## config.mk

```make
export PLATFORM = sky130hd
export DESIGN_NAME = intr_ctrl
export DESIGN_NICKNAME = d
export VERILOG_FILES = /design/src/rtl/lib_intr.sv /design/src/rtl/intr_edge.sv /design/src/rtl/intr_ctrl.sv
export SDC_FILE = /design/constraint.sdc
export NUM_CORES = 1
export LEC_CHECK = 0
export CORE_MARGIN = 4
export CORE_UTILIZATION = 31
export CTS_BUF_LIST = sky130_fd_sc_hd__clkbuf_8
export DETAILED_ROUTE_END_ITERATION = 10
export PLACE_DENSITY = 0.82
export SLEW_MARGIN = 25
export SYNTH_ARGS = -nofsm -noshare
export SYNTH_HDL_FRONTEND = slang
export SYNTH_SLANG_ARGS = --single-unit
```

## constraint.sdc

```tcl
create_clock -name clk -period 2 [get_ports clk]
set_clock_uncertainty 0.15 [all_clocks]
set_input_delay 0.3 -clock clk [delete_from_list [all_inputs] [get_ports clk]]
set_output_delay 0.3 -clock clk [all_outputs]
set_load 0.01 [all_outputs]
```

## src/rtl/lib_intr.sv

```systemverilog
// Shared types and helpers for the interrupt controller.
package lib_intr;

  localparam int INTR_MAX_SRC = 32;

  typedef enum logic [1:0] {
    IDLE    = 2'd0,
    REQ     = 2'd1,
    SERVICE = 2'd2
  } INTR_STATE;

  // Fixed-priority select: bit 5 = any bit set, bits [4:0] = lowest set index.
  function automatic logic [5:0] prio_lowest(input logic [INTR_MAX_SRC-1:0] vec);
    logic [4:0] idx;
    idx = '0;
    // Walk from the top down so the lowest set index is the one left standing.
    for (int i = INTR_MAX_SRC - 1; i >= 0; i--) begin
      if (vec[i]) idx = 5'(i);
    end
    return {|vec, idx};
  endfunction

endpackage

```

## src/rtl/intr_edge.sv

```systemverilog
// Per-bit rising-edge detector for the peripheral interrupt levels.
module intr_edge #(
  parameter int N_SRC = 4
) (
  input  logic             clk,
  input  logic             reset,
  input  logic [N_SRC-1:0] src,
  output logic [N_SRC-1:0] rise
);

  logic [N_SRC-1:0] src_d;

  // One-cycle delayed copy; clears to 0 so a level already high at reset
  // release shows up as one rise in the first cycle.
  always_ff @(posedge clk or posedge reset) begin
    if (reset) src_d <= '0;
    else       src_d <= src;
  end

  assign rise = src & ~src_d;

endmodule

```

## src/rtl/intr_ctrl.sv

```systemverilog
// Multi-source interrupt controller: edge-detects sources into pending bits,
// picks the lowest-index unmasked pending source and runs the
// request / icall / ack / iret sequence with the CPU execute stage.
//
// Handshake with the core: irq is held high in REQ until the core takes the
// interrupt, which it signals by dropping intr_en (1 -> 0). In SERVICE the
// core either pulses ack (pending bit of the served source cleared) or raises
// intr_en again without ack (iret; pending kept, source re-requested). ack
// wins when both happen in one cycle; ack outside SERVICE has no effect.
module intr_ctrl
  import lib_intr::*;
#(
  parameter int N_SRC = 4,
  parameter int ID_W  = (N_SRC > 1) ? $clog2(N_SRC) : 1
) (
  input  logic             clk,
  input  logic             reset,
  input  logic [N_SRC-1:0] src,
  input  logic             intr_en,
  input  logic             ack,
  input  logic             mask_we,
  input  logic [31:0]      mask_wdata,
  output logic             irq,
  output logic [31:0]      cause,
  output logic [31:0]      pending,
  output INTR_STATE        state
);

  logic [N_SRC-1:0]        rise;
  logic [N_SRC-1:0]        pending_q;
  logic [N_SRC-1:0]        mask_q;
  logic [N_SRC-1:0]        clr;
  logic [ID_W-1:0]         id_q;
  logic                    intr_en_d;
  logic [INTR_MAX_SRC-1:0] elig;
  logic [5:0]              sel;
  logic                    en_fall;
  logic                    en_rise;
  INTR_STATE               state_q;
  logic                    mask_wdata_unused;

  intr_edge #(.N_SRC(N_SRC)) u_edge (
    .clk   (clk),
    .reset (reset),
    .src   (src),
    .rise  (rise)
  );

  assign elig    = INTR_MAX_SRC'(pending_q & mask_q);
  assign sel     = prio_lowest(elig);
  assign en_fall = intr_en_d & ~intr_en;
  assign en_rise = intr_en & ~intr_en_d;

  // Bits of the mask write above N_SRC have no register behind them.
  assign mask_wdata_unused = ^mask_wdata;

  // Clear strobe for the served source: only an ack while in SERVICE counts.
  always_comb begin
    clr = '0;
    if (state_q == SERVICE && ack) clr[id_q] = 1'b1;
  end

  // Pending and mask registers; a new rise beats a same-cycle clear.
  always_ff @(posedge clk or posedge reset) begin
    if (reset) begin
      pending_q <= '0;
      mask_q    <= '0;
      intr_en_d <= 1'b0;
    end else begin
      pending_q <= (pending_q & ~clr) | rise;
      if (mask_we) mask_q <= mask_wdata[N_SRC-1:0];
      intr_en_d <= intr_en;
    end
  end

  // Request FSM with registered irq; id is captured on REQ entry and frozen
  // until the sequence returns to IDLE (no pre-emption, no nesting).
  always_ff @(posedge clk or posedge reset) begin
    if (reset) begin
      state_q <= IDLE;
      id_q    <= '0;
      irq     <= 1'b0;
    end else begin
      case (state_q)
        IDLE: begin
          irq <= 1'b0;
          if (intr_en && sel[5]) begin
            id_q    <= ID_W'(sel[4:0]);
            state_q <= REQ;
            irq     <= 1'b1;
          end
        end
        REQ: begin
          if (en_fall) begin
            state_q <= SERVICE;
            irq     <= 1'b0;
          end else if (!mask_q[id_q]) begin
            state_q <= IDLE;
            irq     <= 1'b0;
          end else begin
            irq <= 1'b1;
          end
        end
        SERVICE: begin
          irq <= 1'b0;
          if (ack || en_rise) state_q <= IDLE;
        end
        default: begin
          state_q <= IDLE;
          irq     <= 1'b0;
        end
      endcase
    end
  end

  assign cause   = 32'(id_q);
  assign pending = 32'(pending_q);
  assign state   = state_q;

endmodule

```

# --- Word-level counts from Yosys, hierarchy flattened ---
# Cells that the tools add are included.
word_totals:
  ff_bits: 18
  output_inout_bits: 67
  elab_cells: 78
classes:
  n_eq_ne: 5
  muxes: 46
  n_reduce_logical: 8
  magnitude_cmp: 2
  n_bitwise: 10
ops:
  columns: ["op", "n"]
  rows:
  - ["$mux W2", 36]
  - ["$reduce_or A32 Y1", 1]
  - ["$and A4 B4 Y4", 3]
  - ["$not A4 Y4", 2]
  - ["$pmux W2 S3", 1]
  - ["$mux W1", 5]
  - ["$mux W4", 1]
  - ["$or A4 B4 Y4", 1]
  - ["$logic_and A1 B1 Y1", 3]
  - ["$lt A2 B3 Y1 const B", 1]
  - ["$ne A3 B3 Y1 const B", 1]
  - ["$reduce_and A3 Y1", 1]
  - ["$and A1 B1 Y1", 2]
  - ["$bmux W1 S2", 1]
  - ["$demux W1 S2", 1]
  - ["$eq A2 B1 Y1 const B", 1]
  - ["$eq A2 B2 Y1 const B", 1]
  - ["$ge A2 B1 Y1 const B", 1]
  - ["$logic_not A2 Y1", 1]
  - ["$ne A2 B1 Y1 const B", 1]
  - ["$ne A2 B2 Y1 const B", 1]
  - ["$not A1 Y1", 2]
  - ["$pmux W1 S2", 1]
  - ["$reduce_and A2 Y1", 1]
  - ["$logic_or A1 B1 Y1", 1]

# --- Longest topological paths before layout ---
# Gate-level depths: netlist of the first run.
logic_depth:
  depth_word: 32
  ltp_mapped: 4
  ltp_nobuf: 4

# --- Cells and area by module ---
# From an unflattened synthesis of the first run, not the netlist that was laid out.
hier_totals:
  hier_cells: 118
  area_unflattened_um2: 1211.2
by_module_without_submodules:
  columns: ["mod", "area_each_um2", "instances", "cells_per_inst", "seq_area_each_um2"]
  rows:
  - ["intr_ctrl", 1052.3, 1, 109, 350.3]
  - ["intr_edge", 158.9, 1, 9, 100.1]

# --- Worst setup path after synthesis of the first run ---
# No wires, ideal clock.
synth_path:
  path_type: "register -> register"
  start: "reg id_q[0]"
  end: "reg irq"
  setup_time_ns: 0.120
  period_less_slack_ns: 1.486
  stages_incl_launch_ff: 3
  required_time_ns: 1.730
  arrival_time_ns: 1.216
  n_path_buf: 0
  slack_ns: 0.514
  cell_sequence: "dfrtp_1 -> mux4_2 -> a41o_1"
synth_via:
  elab_chain_len: 5
synth_rtl:
  columns: ["item", "line", "source"]
  rows:
  - ["start: declaration", "intr_ctrl.sv:33", "logic [ID_W-1:0] id_q;"]
  - ["start signal: assignment", "intr_ctrl.sv:88", "id_q <= ID_W'(sel[4:0]);"]
  - ["$bmux W1 S2", "intr_ctrl.sv:97", "end else if (!mask_q[id_q]) begin"]
  - ["$mux W1 (not written as such)", "intr_ctrl.sv:97", null]
  - ["$mux W1", "intr_ctrl.sv:97", null]
  - ["$mux W1", "intr_ctrl.sv:94", "if (en_fall) begin"]
  - ["$pmux W1 S2", "intr_ctrl.sv:84", "case (state_q)"]
  - ["end signal: assignment", "intr_ctrl.sv:86", "irq <= 1'b0;"]
  - ["end signal: assignment", "intr_ctrl.sv:96", "irq <= 1'b0;"]
  - ["end signal: assignment", "intr_ctrl.sv:99", "irq <= 1'b0;"]
  - ["end: declaration", "intr_ctrl.sv:23", "output logic irq,"]
# Every way passes these cells. The select of a mux whose other input is x is not followed.
# A chain may end at the register's enable or synchronous reset.

# --- Worst setup path in the final report of the first run ---
layout_path:
  start: "reg id_q[0]"
  end: "out cause[0]"
layout_lines:
  columns: ["item", "line", "source"]
  rows:
  - ["end: declaration", "intr_ctrl.sv:24", "output logic [31:0] cause,"]
# No word-level cell between the ends.

==> flow_metrics.tcl, run 1 <==
set metrics [dict create \
    yosysWarningCount 0 \
    min_path_type "in -> async" \
    cts_tree "built" \
    clk_latency_ns 0.25 \
    layout-drive-gt1-share 0.0704 \
    fmax_ghz 0.573 \
    mostFrequentLayoutCell "conb_1" \
    setup_tns_ns 0 \
    power_leakage_nw 0.628 \
    met1_usage 0.0770 \
    pin_count 108 \
    worstPathMaxFanout 6 \
    firstDrtPassIters 4 \
    critPathKind "reg -> out" \
    grt_pass1_wl_um 2860 \
    grt_overflow 0 \
    dieWidth_um 69.2 \
    synthDistinctLibCells 19 \
    place_congestion 0.815 \
    cts_resized 0 \
    ant_nets 0 \
    p_total_mw 1.11 \
    synth_cells 118 \
    clk_path_buf_depth 2 \
    setup.worst_path.start_class "flip-flop" \
    hold_buffers 0 \
    synthesis.area_um2 1160 \
    ys_seq_elements 18 \
    power.density_nw_per_um2 880 \
    synth_seq_area_share 0.388 \
    clkTransAtPathRegs_ns 0.06 \
    outcome "finished clean" \
    avgSynthCellArea_um2 9.84 \
    critPathArrivalTime_ns 1.29 \
    antenna_found_initial 0 \
    use_met2 0.139 \
    syn2layout_area_growth_pct 8.19 \
    fin_crit_sh 0.872 \
    cts-htree-levels 1 \
    met3_usage 0.0130 \
    max_cap_violations 0 \
    worstSetupEndpointType "output pin" \
    post-cts-setup-buffer-count 0 \
    clock_sinks 18 \
    grt_busiest_layer "met2" \
    grt_max_degree 19 \
    core_area_um2 3470 \
    path_buf_inv 1 \
    final_cell_mix "conb_1 (58), clkdlybuf4s50_1 (21), dfrtp_1 (18)" \
    fp.dieH_um 69.2 \
    wl_um 1860 \
    nNetsFinal 185 \
    initial_core_util 0.335 \
    drt-initial-drc-count 5 \
    hold_viol_final 0 \
    cts-root-buf "clkbuf_8" \
    drv_slew 0 \
    vdd_drop_max_mv 0.519 \
    crit_slowest_cell "clkdlybuf4s50_1" \
    rows 21 \
    portBuffers 21 \
    critPathTopFamily "buffers and inverters" \
    viasPerCell 3.63 \
    vias 683 \
    fin_crit_ns 1.74 \
    grt_pass1_vias 652 \
    synthArstFlopShare 1.00 \
    cts_buffers 3 \
    drcViolationCount 0 \
    slowest_delay_ns 0.59 \
    wl_per_cell_um 9.91 \
    place_hpwl_um 1590 \
    dieArea_um2 4790 \
    rsz0062_at_grt "false" \
    grtUsageTotal 0.0730 \
    synth_edf_count 0 \
    crit_path_cell_trace "clkdlybuf4s50_1" \
    n_antenna_cell 0 \
    setup-violations-final 0 \
    ys.flop_type "dfrtp_1" \
    required_ns 1.55 \
]
-- cells in the mapped netlist (all sizes together), types with 2 or more instances --
cell	n	area share
o21ai	7	0.030
mux2	5	0.048
dfrtp	18	0.39
a21oi	3	0.013
a41o	2	0.017
nand2	5	0.016
inv	9	0.029
buf	58	0.38
o31ai	2	0.013
-- power by group --
group | total, mW | internal [mW] | switching, mW
registers | 0.509 | 0.429 | 0.0795
logic | 0.359 | 0.186 | 0.173
clock network | 0.237 | 0.133 | 0.104
total | 1.11 | 0.749 | 0.357
-- routing by layer --
layer	wire length (um)	part of all wire
met1	680	0.37
met4	4	0.0021
met2	1010	0.54
met3	171	0.092
met5	0	0
-- state kept, by name, indices dropped and copies added (netlist names) --
name and flops:
id_q 2, pending_q 4, mask_q 4, intr_en_d 1, state 2, irq 1, u_edge.src_d 4
-- worst min-delay path: cells and delay by family --
family                 cells  cell delay, ns
buffers and inverters      3            0.69
-- final timing paths --
check | start | end | slack (ns) | depth (start not counted)
min in group clk | u_edge.src_d[2]$_DFF_PP0_ | pending_q[2]$_DFF_PP0_ | 0.27 | 1
worst min register to register | u_edge.src_d[2]$_DFF_PP0_ | pending_q[2]$_DFF_PP0_ | 0.27 | 1
worst max-delay path | id_q[0]$_DFFE_PP0P_ | cause[0] | 0.26 | 1
worst min-delay path | reset | intr_en_d$_DFF_PP0_ | 0.22 | 3
worst max register to register | id_q[0]$_DFFE_PP0P_ | irq$_DFF_PP0_ | 0.48 | 2
max in group asynchronous | reset | mask_q[3]$_DFFE_PP0P_ | 1.28 | 3
-- stage by stage --
stage | hold WS, ns | setup slack, ns | instance area [um2] | std cells | utilization
after floorplan | 0.0886 | 0.514 | 1380 | 175 | -
after global placement | 0.254 | 0.135 | 1210 | 185 | 0.350
after detailed placement | 0.263 | 0.103 | 1210 | 185 | 0.350
after CTS | 0.230 | 0.249 | 1260 | 188 | 0.362
after global routing | 0.246 | 0.215 | 1260 | 188 | 0.362
final | 0.224 | 0.256 | 1260 | 188 | 0.362
-- layout make-up --
| type | count | area [um2] |
|---|---|---|
| Fill cell | 373 | 2210 |
| Multi-Input combinational cell | 90 | 455 |
| Sequential cell | 18 | 450 |
| Timing Repair Buffer | 22 | 218 |
| Tap cell | 46 | 57.6 |
| Clock buffer | 3 | 41.3 |
| Inverter | 9 | 33.8 |
-- cells by family (layout without fill, tap and decap cells) --
family | Yosys count | count (layout) | share of synthesized area
AOI/OAI and AO/OA | 18 | 18 | 0.102
and+or+nand+nor | 8 | 8 | 0.0345
buffers and inverters | 67 | 34 | 0.404
muxes | 6 | 6 | 0.0679
DFF | 18 | 18 | 0.388
other | 1 | 58 | 0.00323
No activity file was read; power rests on OpenSTA's default activity.
==> run 2: changes to the inputs <==
--- a/config.mk
+++ b/config.mk
@@ -5,12 +5,13 @@
 export SDC_FILE = /design/constraint.sdc
 export NUM_CORES = 1
 export LEC_CHECK = 0
+export CAP_MARGIN = 20
 export CORE_MARGIN = 4
-export CORE_UTILIZATION = 31
+export CORE_UTILIZATION = 34
 export CTS_BUF_LIST = sky130_fd_sc_hd__clkbuf_8
 export DETAILED_ROUTE_END_ITERATION = 10
-export PLACE_DENSITY = 0.82
-export SLEW_MARGIN = 25
+export PLACE_DENSITY = 0.88
+export SLEW_MARGIN = 5
 export SYNTH_ARGS = -nofsm -noshare
 export SYNTH_HDL_FRONTEND = slang
 export SYNTH_SLANG_ARGS = --single-unit
==> constraint.sdc (replaced) <==
create_clock -name clk -period 2.3 [get_ports clk]
set_clock_uncertainty 0.15 [all_clocks]
set_input_delay 0.345 -clock clk [delete_from_list [all_inputs] [get_ports clk]]
set_output_delay 0.345 -clock clk [all_outputs]
set_load 0.01 [all_outputs]
==> run 2 against run 1 <==
Routed wire length grew 3.7%; first-iteration DRC count grew 80%; die area down 7.8%; combinational power down 13%; via count increased by 1.8%; power is 12% lower; worst setup slack improved by 0.24 ns; sequential power fell by 13%; global-route usage increased by 0.98 points; critical path depth unchanged; clock power decreased by 11%; critical endpoint unchanged; largest power group unchanged.
==> flow_metrics.tcl, run 2 (same netlist as run 1, synthesis figures left out) <==
set metrics [dict create \
    outcome "finished clean" \
    cts-htree-levels 1 \
    clkTransAtPathRegs_ns 0.06 \
    p_total_mw 0.968 \
    post-cts-setup-buffer-count 0 \
    p_sw_mw 0.317 \
    fin_crit_sh 0.784 \
    placed_cells 182 \
    power_leakage_nw 0.623 \
    rsz0062_at_grt "false" \
    sw_frac_of_total 0.328 \
    initial_core_util 0.368 \
    utilization 0.395 \
    r2r_cells 2 \
    reg_top3 "mask_q x4, pending_q x4, u_edge.src_d x4" \
    stdcell_count 185 \
    clockPowerShare 0.219 \
    hp-start "u_edge.src_d[2]$_DFF_PP0_" \
    whs_endpoint "pending_q[2]$_DFF_PP0_" \
    seq_power_share 0.460 \
    wl_um 1930 \
    drv_slew 0 \
    fin_ws_ns 0.497 \
    timing.rr.end "state[0]$_DFFE_PP0P_" \
    worstSetupEndpointType "output pin" \
    hold_ws_ns 0.273 \
    dieArea_um2 4410 \
    worst_pin_slew_ns 0.667 \
    dieWidth_um 66.4 \
    reg2reg_from "id_q[0]$_DFFE_PP0P_" \
    worstPathMaxFanout 6 \
    setup.worst_path.start_class "flip-flop" \
    critPathArrivalTime_ns 1.31 \
    slowest_delay_ns 0.59 \
    setup-violations-final 0 \
    mostFrequentLayoutCell "conb_1" \
    intPower_mw 0.650 \
    crit_path_cell_trace "clkdlybuf4s50_1" \
    place_congestion 0.783 \
    cts_buffers 3 \
    max_cap_violations 0 \
    grt_pass1_vias 604 \
    final_cell_mix "conb_1 (58), clkdlybuf4s50_1 (21), dfrtp_1 (18)" \
    grt_overflow 0 \
    portBuffers 21 \
    place_hpwl_um 1580 \
    ant_nets 0 \
    rows 20 \
    layout-drive-gt1-share 0.0638 \
    vias 695 \
    setup_tns_ns 0 \
    crit_slowest_cell "clkdlybuf4s50_1" \
    placed_area_um2 1200 \
    clk_latency_ns 0.25 \
    p_comb_frac 0.321 \
    clk_path_buf_depth 2 \
    grt_max_degree 19 \
    required_ns 1.80 \
    vdd_drop_max_mv 0.432 \
    hold_viol_final 0 \
    relSlewSlack 0.555 \
    critPathKind "reg -> out" \
    wl_per_cell_um 10.4 \
    hold_buffers 0 \
    firstDrtPassIters 4 \
    drt-initial-drc-count 9 \
    viasPerCell 3.76 \
    fp.dieH_um 66.4 \
    nNetsFinal 184 \
    critPathTopFamily "buffers and inverters" \
    hold_depth 1 \
    path_buf_inv 1 \
    grt_pass1_wl_um 2730 \
    cts_resized 0 \
    drcViolationCount 0 \
    power.density_nw_per_um2 777 \
    clock_sinks 18 \
    fmax_ghz 0.555 \
    syn2layout_area_growth_pct 7.33 \
    antenna_found_initial 0 \
    grtUsageTotal 0.0827 \
    fin_crit_ns 1.80 \
    core_area_um2 3150 \
    ff2ff_setup_slack_ns 0.77 \
    cts_tree "built" \
    pin_count 108 \
    cts-root-buf "clkbuf_8" \
    n_antenna_cell 0 \
    dp_slack_ns 0.351 \
    min_path_type "reg -> reg" \
    finish.instance_area_um2 1250 \
]
## run 2: cell types whose count changed in the layout (fill, tap and decap cells not counted), sizes merged
cell  change
buf       -1
## run 2: metal layers
layer,track usage,part of all wire,up-vias
met1,0.101,0.38,323
met4,0.0381,0.011,0
met3,0.0272,0.13,3
met5,0,0,-
li1,-,-,317
met2,0.131,0.48,52
## run 2: layout make-up
type                    count  area (um2)
fillers                   335        1910
multi-input cells          90         455
flip-flops and latches     18         450
repair buffers             21         210
well taps                  44        55.1
clock buffers               3        41.3
inverters                   9        33.8
## run 2: power groups by stage
stage               sequential (mW)  clock (mW)  combinational, mW
global route                  0.450       0.232              0.340
floorplan                     0.454           0              0.227
finish                        0.445       0.212              0.311
global placement              0.443           0              0.305
CTS                           0.443       0.219              0.312
detailed placement            0.447           0              0.308
## run 2: worst max path at each step
stage	from	to	slack, ns	cells past startpoint
after global routing	id_q[0]$_DFFE_PP0P_	cause[0]	0.46	1
after global placement	intr_en	id_q[0]$_DFFE_PP0P_	0.35	5
after CTS	id_q[0]$_DFFE_PP0P_	cause[0]	0.50	1
final	id_q[0]$_DFFE_PP0P_	cause[0]	0.50	1
after detailed placement	intr_en	id_q[0]$_DFFE_PP0P_	0.35	5
after floorplan	id_q[0]$_DFFE_PP0P_	irq$_DFF_PP0_	0.81	2
==> run 3: changes to the inputs <==
--- a/config.mk
+++ b/config.mk
@@ -7,10 +7,10 @@
 export LEC_CHECK = 0
 export CAP_MARGIN = 20
 export CORE_MARGIN = 4
-export CORE_UTILIZATION = 34
+export CORE_UTILIZATION = 31
 export CTS_BUF_LIST = sky130_fd_sc_hd__clkbuf_8
 export DETAILED_ROUTE_END_ITERATION = 10
-export PLACE_DENSITY = 0.88
+export PLACE_DENSITY = 0.82
 export SLEW_MARGIN = 5
 export SYNTH_ARGS = -nofsm -noshare
 export SYNTH_HDL_FRONTEND = slang
==> constraint.sdc (replaced) <==
create_clock -name clk -period 1.7 [get_ports clk]
set_clock_uncertainty 0.15 [all_clocks]
set_input_delay 0.255 -clock clk [delete_from_list [all_inputs] [get_ports clk]]
set_output_delay 0.255 -clock clk [all_outputs]
set_load 0.01 [all_outputs]
==> run 3 against run 2 <==
Non-clock buffer count is 3 higher; critical path type unchanged; combinational power up 42%; cell count increased by 3.2%; sequential cell count stayed put; clock-buffer cell count is 1 higher; core utilization is 2.4 points lower; clock power increased by 58%; global-route usage is 1.2 points lower.
==> flow_metrics.tcl, run 3 (same netlist as run 1, synthesis figures left out) <==
set metrics [dict create \
    outcome "finished clean" \
    grt_overflow 0 \
    fillCellCount 370 \
    vias 684 \
    cts_tree "built" \
    viasPerCell 3.58 \
    core_area_um2 3470 \
    layout-drive-gt1-share 0.110 \
    worstPathMaxFanout 6 \
    grt_pass1_wl_um 2800 \
    reg_top3 "mask_q x4, pending_q x4, u_edge.src_d x4" \
    drv_slew 0 \
    p_total_mw 1.38 \
    grt_max_degree 19 \
    slowest_delay_ns 0.57 \
    setup.worst_path.start_class "flip-flop" \
    place_congestion 0.807 \
    ant_nets 0 \
    fin_crit_ns 1.64 \
    hold_viol_final 0 \
    clock_sinks 18 \
    mostFrequentLayoutCell "conb_1" \
    fin_crit_sh 0.962 \
    post-cts-setup-buffer-count 0 \
    fmax_ghz 0.611 \
    pin_count 108 \
    fp.dieH_um 69.2 \
    rsz0062_at_grt "false" \
    grtUsageTotal 0.0709 \
    clkTransAtPathRegs_ns 0.07 \
    worstSetupEndpointType "output pin" \
    critPathKind "reg -> out" \
    wl_per_cell_um 9.80 \
    required_ns 1.29 \
    power_leakage_nw 0.642 \
    hold_ws_ns 0.177 \
    vdd_drop_max_mv 0.566 \
    critPathTopFamily "buffers and inverters" \
    nNetsFinal 187 \
    critPathArrivalTime_ns 1.23 \
    clk_path_buf_depth 2 \
    place_hpwl_um 1600 \
    max_cap_violations 0 \
    dieArea_um2 4790 \
    clk_latency_ns 0.25 \
    rows 21 \
    cts-root-buf "clkbuf_8" \
    portBuffers 21 \
    final_cell_mix "conb_1 (58), clkdlybuf4s50_1 (21), dfrtp_1 (15)" \
    dieWidth_um 69.2 \
    drt-initial-drc-count 14 \
    cts-htree-levels 1 \
    firstDrtPassIters 2 \
    path_buf_inv 1 \
    crit_slowest_cell "clkdlybuf4s50_1" \
    syn2layout_area_growth_pct 11.0 \
    n_antenna_cell 0 \
    cts_buffers 3 \
    wl_um 1870 \
    grt_pass1_vias 641 \
    drcViolationCount 0 \
    setup-violations-final 0 \
    initial_core_util 0.335 \
    min_path_type "in -> async" \
    power.density_nw_per_um2 1070 \
    crit_path_cell_trace "clkdlybuf4s50_1" \
    antenna_found_initial 0 \
    hold_buffers 0 \
]
## run 3: worst paths after layout
path	startpoint	end	slack, ns	cells past startpoint
worst max-delay path	id_q[1]$_DFFE_PP0P_	cause[1]	0.06	1
worst min-delay path	reset	u_edge.src_d[0]$_DFF_PP0_	0.18	3
worst max register to register	id_q[0]$_DFFE_PP0P_	state[0]$_DFFE_PP0P_	0.23	2
worst min register to register	u_edge.src_d[2]$_DFF_PP0_	pending_q[2]$_DFF_PP0_	0.27	1
max in group asynchronous	reset	id_q[1]$_DFFE_PP0P_	1.01	3
min in group clk	u_edge.src_d[2]$_DFF_PP0_	pending_q[2]$_DFF_PP0_	0.27	1
## run 3: metal layers
metal / routed length [um] / GRT usage
met3: 195 / 0.0203
met4: 4 / 0.0304
met1: 645 / 0.0672
met5: 0 / 0
met2: 1030 / 0.139
## run 3: cell type report
type	instances	area (um2)	share of cell area
Clock buffer	4	55.1	0.0427
Inverter	9	33.8	0.0262
Multi-Input combinational cell	90	455	0.353
Sequential cell	18	454	0.352
Tap cell	46	57.6	0.0447
Timing Repair Buffer	24	233	0.181
## run 3: timing repair
item / CTS / global route
resized for setup: 1 / 2
gates cloned: 0 / 0
endpoints found under the setup margin: 1 / 2
## run 3: tightest hold or removal path: cells and delay by family
family,cells,cell delay [ns]
buffers and inverters,3,0.69
## run 3: stage by stage
stage                     setup TNS [ns]  cells   util  instance area (um2)  setup slack, ns
after floorplan                        0    175      -                 1380            0.214
after global placement           -0.0516    187  0.355                 1230          -0.0516
after detailed placement         -0.0782    187  0.355                 1230          -0.0782
after CTS                              0    191  0.371                 1290           0.0155
after global routing                   0    191  0.372                 1290           0.0105
final                                  0    191  0.372                 1290           0.0639
## run 3: report_power, final
part           total [mW]  leakage [nW]  switching (mW)  internal, mW
Combinational       0.442         0.413           0.205         0.237
Sequential          0.606         0.200          0.0941         0.512
Clock               0.336        0.0288           0.131         0.205
